## src/rtl/div_sequencer.sv

```systemverilog
// div_sequencer: sequences the shared iterative divider; optional macro DIV_ZERO_FASTPATH_EN skips the divider for zero divisors
module div_sequencer #(
    parameter int DIV_LATENCY = 32,
    parameter int RD_W = 5,
    localparam int CNT_W = $clog2(DIV_LATENCY + 1)
) (
    input  logic            clk_i,
    input  logic            rst_i,
    input  logic            req_valid_i,
    input  logic [1:0]      req_op_i,
    input  logic [RD_W-1:0] req_rd_i,
    input  logic            req_zero_i,
    output logic            req_ready_o,
    input  logic            flush_i,
    output logic            unit_start_o,
    output logic [1:0]      unit_op_o,
    output logic            unit_kill_o,
    output logic            resp_valid_o,
    output logic [RD_W-1:0] resp_rd_o,
    input  logic            wb_ready_i,
    output logic            stall_exe_o,
    output logic            busy_o,
    output logic [31:0]     stall_cnt_o
);
    typedef enum logic [1:0] {IDLE, BUSY, DONE} state_t;
    state_t           state_q, state_d;
    logic [CNT_W-1:0] cnt_q;
    logic [1:0]       op_q;
    logic [RD_W-1:0]  rd_q;
    logic             accept, zero_fast;
    assign req_ready_o = state_q == IDLE;
    assign busy_o      = state_q != IDLE;
    assign resp_rd_o   = rd_q;
    assign accept      = req_valid_i & req_ready_o & !flush_i;
`ifdef DIV_ZERO_FASTPATH_EN
    assign zero_fast = accept & req_zero_i;
`else
    logic unused_zero;
    assign unused_zero = req_zero_i;
    assign zero_fast   = 1'b0;
`endif
    // next state, divider control, response and stall decode
    always_comb begin
        state_d      = state_q;
        unit_start_o = 1'b0;
        unit_op_o    = op_q;
        unit_kill_o  = 1'b0;
        resp_valid_o = 1'b0;
        stall_exe_o  = 1'b0;
        case (state_q)
            IDLE: if (accept) begin
                unit_start_o = !zero_fast;
                unit_op_o    = req_op_i;
                stall_exe_o  = 1'b1;
                state_d      = zero_fast ? DONE : BUSY;
            end
            BUSY: begin
                stall_exe_o = 1'b1;
                unit_kill_o = flush_i;
                state_d     = flush_i ? IDLE : (cnt_q == '0 ? DONE : BUSY);
            end
            DONE: begin
                resp_valid_o = 1'b1;
                stall_exe_o  = !wb_ready_i;
                unit_kill_o  = flush_i;
                state_d      = (flush_i | wb_ready_i) ? IDLE : DONE;
            end
            default: state_d = IDLE;
        endcase
    end
    // state, latency counter, latched request and saturating stall counter
    always_ff @(posedge clk_i or posedge rst_i) begin
        if (rst_i) begin
            state_q     <= IDLE;
            cnt_q       <= '0;
            op_q        <= '0;
            rd_q        <= '0;
            stall_cnt_o <= '0;
        end else begin
            state_q <= state_d;
            if (stall_exe_o && stall_cnt_o != 32'hFFFF_FFFF)
                stall_cnt_o <= stall_cnt_o + 32'd1;
            if (accept) begin
                op_q  <= req_op_i;
                rd_q  <= req_rd_i;
                cnt_q <= CNT_W'(DIV_LATENCY - 1);
            end else if (state_q == BUSY) begin
                cnt_q <= (flush_i || cnt_q == '0) ? '0 : cnt_q - CNT_W'(1);
            end
        end
    end
endmodule

```

## config.mk

```make
export PLATFORM = sky130hd
export DESIGN_NAME = div_sequencer
export DESIGN_NICKNAME = d
export VERILOG_FILES = /design/src/rtl/div_sequencer.sv
export SDC_FILE = /design/constraint.sdc
export NUM_CORES = 1
export LEC_CHECK = 0
export ABC_AREA = 1
export BUFFER_PORTS_ARGS = -buffer_cell sky130_fd_sc_hd__buf_4
export CORE_ASPECT_RATIO = 0.6
export CORE_MARGIN = 3
export CORE_UTILIZATION = 30
export DETAILED_ROUTE_END_ITERATION = 6
export PLACE_DENSITY = 0.56
export SLEW_MARGIN = 20
export SYNTH_ARGS = -nofsm -noshare
export SYNTH_HDL_FRONTEND = slang
export SYNTH_SLANG_ARGS = --single-unit
```

## constraint.sdc

```tcl
create_clock -name clk_i -period 1.43 [get_ports clk_i]
set_input_delay 0.0715 -clock clk_i [delete_from_list [all_inputs] [get_ports clk_i]]
set_output_delay 0.0715 -clock clk_i [all_outputs]
set_load 0.005 [all_outputs]
```

# ---- Yosys cells after proc, flatten, opt, wreduce, memory -nomap -nowiden
# Cells that the tools add are included.
dict set report word_totals {
  word_cells 38
  out_inout_bits 45
  in_bits 13
  ff_bits 47
}
dict set report op_classes {
  n_addsub 2
  bitwise 3
  n_eq_ne 4
  n_mux 15
  reduce_logical 9
}
# operator n
set op_table {}
lappend op_table {{adder 32 x 1 -> 32 bit (second input constant)} 1}
lappend op_table {{inequality test 32 bit (second input constant)} 1}
lappend op_table {{2-to-1 mux 6 bit} 3}
lappend op_table {{2-to-1 mux 2 bit} 6}
lappend op_table {{zero test 6 bit} 1}
lappend op_table {{one-hot mux 2 bit (3 select lines)} 1}
lappend op_table {{subtractor 6 x 1 -> 6 bit (second input constant)} 1}
lappend op_table {{2-to-1 mux 1 bit} 4}
lappend op_table {{nonzero test 2 bit} 2}
lappend op_table {{one-hot mux 1 bit (3 select lines)} 1}
lappend op_table {{bitwise AND 1 bit} 2}
lappend op_table {{equality test 2 x 1 -> 1 bit (second input constant)} 1}
lappend op_table {{equality test 2 bit (second input constant)} 1}
lappend op_table {{zero test 1 bit} 2}
lappend op_table {{zero test 2 bit} 1}
lappend op_table {{inequality test 2 x 1 -> 1 bit (second input constant)} 1}
lappend op_table {{OR reduction 2 bit} 1}
lappend op_table {{logical AND 1 bit} 1}
lappend op_table {{logical OR 1 bit} 1}
lappend op_table {{bitwise OR 1 bit} 1}

# ---- Depth between registers and ports, before layout
dict set report depth {
  ltp_word 6
  mapped_depth 11
  mapped_depth_nobuf 10
}

# ---- Worst setup path before layout
# OpenSTA, ideal clock, no wires.
dict set report synth_path {
  kind {flip-flop to flip-flop}
  from {register state_q[0]}
  to {register stall_cnt_o[11]}
  setup_ps 65
  t_arrival_ps 1595
  path_stages_with_launch 12
  required_ps 1365
  synth_period_minus_slack_ps 1660
  slack_ps -230
  n_path_buf 1
  path_cell_list {dfrtp_1 inv_1 ha_1 nand2_1 inv_1 nand2_2 a21oi_4 nand2_8 inv_6 buf_6 nand2_1 nand2_1}
}
dict set report synth_via {
  elab_chain_len 6
  elab_cells_between_ends 8
  classes_between {eq/ne: 2; mux: 2; bitwise: 2; reduce/logical: 2}
}
# element line
set synth_rtl {}
lappend synth_rtl {{from (decl)} 26} ;# state_t state_q, state_d;
lappend synth_rtl {{from (signal assigned)} 80} ;# state_q <= state_d;
lappend synth_rtl {{zero test 2 bit (*)} 31} ;# assign req_ready_o = state_q == IDLE;
lappend synth_rtl {{via req_ready_o} 13} ;# output logic req_ready_o,
lappend synth_rtl {{bitwise AND 1 bit (2 in series)} 34} ;# assign accept = req_valid_i & req_ready_o & !flush_i;
lappend synth_rtl {{2-to-1 mux 1 bit} 51} ;# IDLE: if (accept) begin
lappend synth_rtl {{one-hot mux 1 bit (3 select lines) (*)} 50} ;# case (state_q)
lappend synth_rtl {{via stall_exe_o} 21} ;# output logic stall_exe_o,
lappend synth_rtl {{logical AND 1 bit (*)} 81} ;# if (stall_exe_o && stall_cnt_o != 32'hFFFF_FFFF)
lappend synth_rtl {{to (signal assigned)} 82} ;# stall_cnt_o <= stall_cnt_o + 32'd1;
lappend synth_rtl {{to (decl)} 23} ;# output logic [31:0] stall_cnt_o
# Mark *: on every way through the listed nets, which the timed path passes. The rest lies on a longest branch.
# A chain may end at the register's enable or synchronous reset.

# ---- Worst setup path after layout
dict set report layout_path {
  from {register state_q[0]}
  to {register stall_cnt_o[20]}
}
dict set report layout_via {
  elab_chain_len 6
  elab_cells_between_ends 8
  classes_between {eq/ne: 2; mux: 2; bitwise: 2; reduce/logical: 2}
}
# element line
set layout_rtl {}
lappend layout_rtl {{zero test 2 bit} {31, 50}}
lappend layout_rtl {{bitwise AND 1 bit (2 in series)} 34}
lappend layout_rtl {{2-to-1 mux 1 bit} 51}
lappend layout_rtl {{one-hot mux 1 bit (3 select lines) (*)} 50}
lappend layout_rtl {{logical AND 1 bit (*)} 81}
# Mark *: on every way between the ends. The rest lies on a longest branch, timed or not.

==> flow_summary_export.csv <==
group,metric,value,unit
grt,grt_first_pass_wirelength,15400,um
clock_network,clock-sinks,47,
drt,drt_first_iter_violations,120,
clock_network,cts_inserted_buffers,5,
yosys,synth.area.top_cells,"sky130_fd_sc_hd__dfrtp_1 39%, sky130_fd_sc_hd__nand2_1 28%, sky130_fd_sc_hd__nor2_1 6.0%",
clock_network,cts_buffer_depth,2,
yosys,yosys_register_bits,47,
timing,setup_slack,-198,ps
timing,slew_headroom,69.1,%
die,floorplan.die.width,136,um
outcome,status,"finished with violations",
yosys,syn_nets,467,
critical_path,timing.critical_path.arrival,1810,ps
drt,via_per_inst,4.47,
drt,number_of_drc_violations_after_detailed_routing,0,
yosys,synth_cells,447,
critical_path,highest_cell_delay_on_the_worst_timing_path,410,ps
grt,gr-usage-all-layers,17.1,%
final_layout,design_area,4830,sq um
placed_design,pre_cts_slack,-151,ps
grt,grt_overflow_total,0,
yosys,synth.distinct_cells,23,
timing,finalMaxSlewViolations,0,
drt,detail_route.wirelength,10000,um
yosys,synthDominantCellAreaShare,39.0,%
final_layout,antenna_cells,0,
pwr,power.leakage,2.53,nW
die,die_area,11300,sq um
timing,final_hold_viol_count,0,
critical_path,timing.critical_path.fanout_max,8,
timing,fmax,614,MHz
yosys,yosys_warnings,0,
timing,skew,10.4,ps
outcome,failed_checks,"negative setup slack",
critical_path,end_kind,"flop",
final_layout,final_core_utilization,50.9,%
final_layout,post_route_cells_drive_above_1_share,36.2,%
die,fp-row-count,27,
critical_path,crit_path_start_kind,"flop",
timing,post-route-period-util,114,%
placed_design,gp_routability_congestion,0.861,
final_layout,nNetsFinal,627,
clock_network,cts.reportedPaths.clkPinSlew,60,ps
placed_design,instance_area_at_placement,4190,sq um
pwr,powerDensity,1420,nW/um^2
clock_network,clkLatencyLatePin,290,ps
critical_path,critPathRequiredTime,1610,ps
yosys,synth-seq-area-share,39.0,%
die,coreArea,9490,sq um
timing,worstMarginPinSlew,463,ps
drt,route.vias.total,3295,
placed_design,dp_hpwl,7210,um
final_layout,final_cell_mix,"199 x sky130_fd_sc_hd__nand2_1, 133 x sky130_fd_sc_hd__buf_4, 47 x sky130_fd_sc_hd__dfrtp_1",
pwr,ir_drop,623,uV
yosys,synth_area,3020,sq um
timing,setup_total_negative_slack,-6460,ps
final_layout,final_common_cell,"sky130_fd_sc_hd__nand2_1",
drt,route.detailed.wl_per_inst,13.6,um
die,die_height,83.7,um
final_layout,syn_to_final_growth,59.9,%
flow_run,cap_violations,0,
yosys,syn_area_per_cell,6.75,sq um
critical_path,criticalPathCategory,"reg2reg",
timing,setup_violations,44,
critical_path,slowest_cell_on_crit_path,"sky130_fd_sc_hd__dfrtp_1",
clock_network,cts_tree,"done",
grt,antenna_violations_before_repair,0,
drt,drt_pass1_iterations,4,
clock_network,cts_root_buffer,"sky130_fd_sc_hd__clkbuf_16",
die,ios,58,
grt,first_global_vias,3092,
timing,finalWorstPathRequiredPeriod,1630,ps
placed_design,quantity_of_i_o_buffers_inserted_on_ports,56,
critical_path,critical_path_cell_sequence,"inv_2 -> ha_4 -> nand2_2 -> inv_2 -> nand2_4 -> a21oi_4 -> buf_6 -> nand2_8 -> clkbuf_16 -> nand2_1 -> nand2_1",
drt,antenna_violating_nets_post_route,0,
grt,grt_max_degree,30,
yosys,synth_top_cell_by_area,"sky130_fd_sc_hd__dfrtp_1",
clock_network,clock_tree.htree_level_count,2,
timing,hold_slack,15.7,ps
worst_hold_path,min-delay-path-class,"in2reg",
die,initial_utilization,31.8,%
timing,rsz0062_at_grt,"true",
[layout make-up]
type	instances	area, sq um
Timing Repair Buffer	159	1350
Multi-Input combinational cell	353	1810
Tap cell	130	163
Sequential cell	47	1180
Inverter	41	169
Clock inverter	2	37.5
Fill cell	921	4670
Clock buffer	5	125
[power breakdown]
group	leakage [nW]	switching [mW]	internal (mW)
Sequential	0.629	0.270	1.61
Clock	0.0759	0.531	0.816
Combinational	1.82	1.79	1.83
[path summary, 6_finish.rpt]
check,start,end,slack [ps],cells after the start
worst max register to register,state_q[0]$_DFFE_PP0P_,stall_cnt_o[20]$_DFFE_PP0P_,-200,11
min in group asynchronous,rst_i,stall_cnt_o[4]$_DFFE_PP0P_,350,3
max in group asynchronous,rst_i,state_q[0]$_DFFE_PP0P_,540,4
worst min register to register,resp_rd_o[4]$_DFFE_PP0N_,resp_rd_o[4]$_DFFE_PP0N_,490,2
worst min-delay path,req_op_i[1],op_q[1]$_DFF_PP0_,20,3
worst max-delay path,state_q[0]$_DFFE_PP0P_,stall_cnt_o[20]$_DFFE_PP0P_,-200,11
[sequential cells by signal, indices dropped and copies added (netlist names)]
signal / flops
resp_rd_o: 5
stall_cnt_o: 32
state_q: 2
cnt_q: 6
op_q: 2
[metrics by stage]
step	std cells	power (mW)
CTS	728	6.25
global route	737	7.25
finish	737	6.85
global placement	705	4.50
floorplan	447	3.33
detailed placement	705	4.57
[synthesized netlist by cell type]
master	count
sky130_fd_sc_hd__nand2_4	2
sky130_fd_sc_hd__buf_6	5
sky130_fd_sc_hd__nor2_8	1
sky130_fd_sc_hd__nor3_1	1
sky130_fd_sc_hd__nor2_1	48
sky130_fd_sc_hd__inv_1	40
sky130_fd_sc_hd__nand4_1	6
sky130_fd_sc_hd__nand2_2	3
sky130_fd_sc_hd__nand2_1	224
sky130_fd_sc_hd__buf_1	1
sky130_fd_sc_hd__a21oi_4	1
sky130_fd_sc_hd__nand3_1	17
sky130_fd_sc_hd__ha_1	7
sky130_fd_sc_hd__o21ai_0	11
sky130_fd_sc_hd__nor2_2	5
sky130_fd_sc_hd__dfrtp_1	47
sky130_fd_sc_hd__inv_6	1
sky130_fd_sc_hd__xnor2_1	7
sky130_fd_sc_hd__xor2_1	9
sky130_fd_sc_hd__a21oi_1	6
sky130_fd_sc_hd__nor2_4	1
sky130_fd_sc_hd__nand3b_1	3
sky130_fd_sc_hd__nand2_8	1
[layer usage]
metal  up-vias  share of wire [%]  track usage [%]
met4         0                1.1             3.66
met1      1519                 53             26.5
met5         -                  0                0
li1       1685                  -                -
met2        78                 40             23.5
met3        13                5.4             4.16
[critical path: cells and delay by family (launching register included)]
| family | cells | cell delay, ps |
|---|---|---|
| compound gates | 1 | 160 |
| simple gates | 5 | 330 |
| flops | 1 | 410 |
| fa+ha+maj | 1 | 140 |
| buf+inv | 4 | 490 |
[what timing repair did]
| item | 4_1_cts | 5_1_grt |
|---|---|---|
| pin swaps | 5 | 12 |
| gates cloned | 0 | 2 |
| endpoints found under the setup margin | 38 | 45 |
| resized for setup | 26 | 48 |
| hold buffers | 7 | 0 |
| hold endpoints to repair | 24 | 0 |
| setup buffers | 9 | 9 |
[kinds of logic after synthesis]
family	count (synthesis)	share of synthesized area, %
simple gates	312	42.9
compound gates	18	3.36
flops	47	39.0
xor+xnor	16	4.64
fa+ha+maj	7	2.90
buf+inv	47	7.25
No activity file was read; power rests on OpenSTA's default activity.
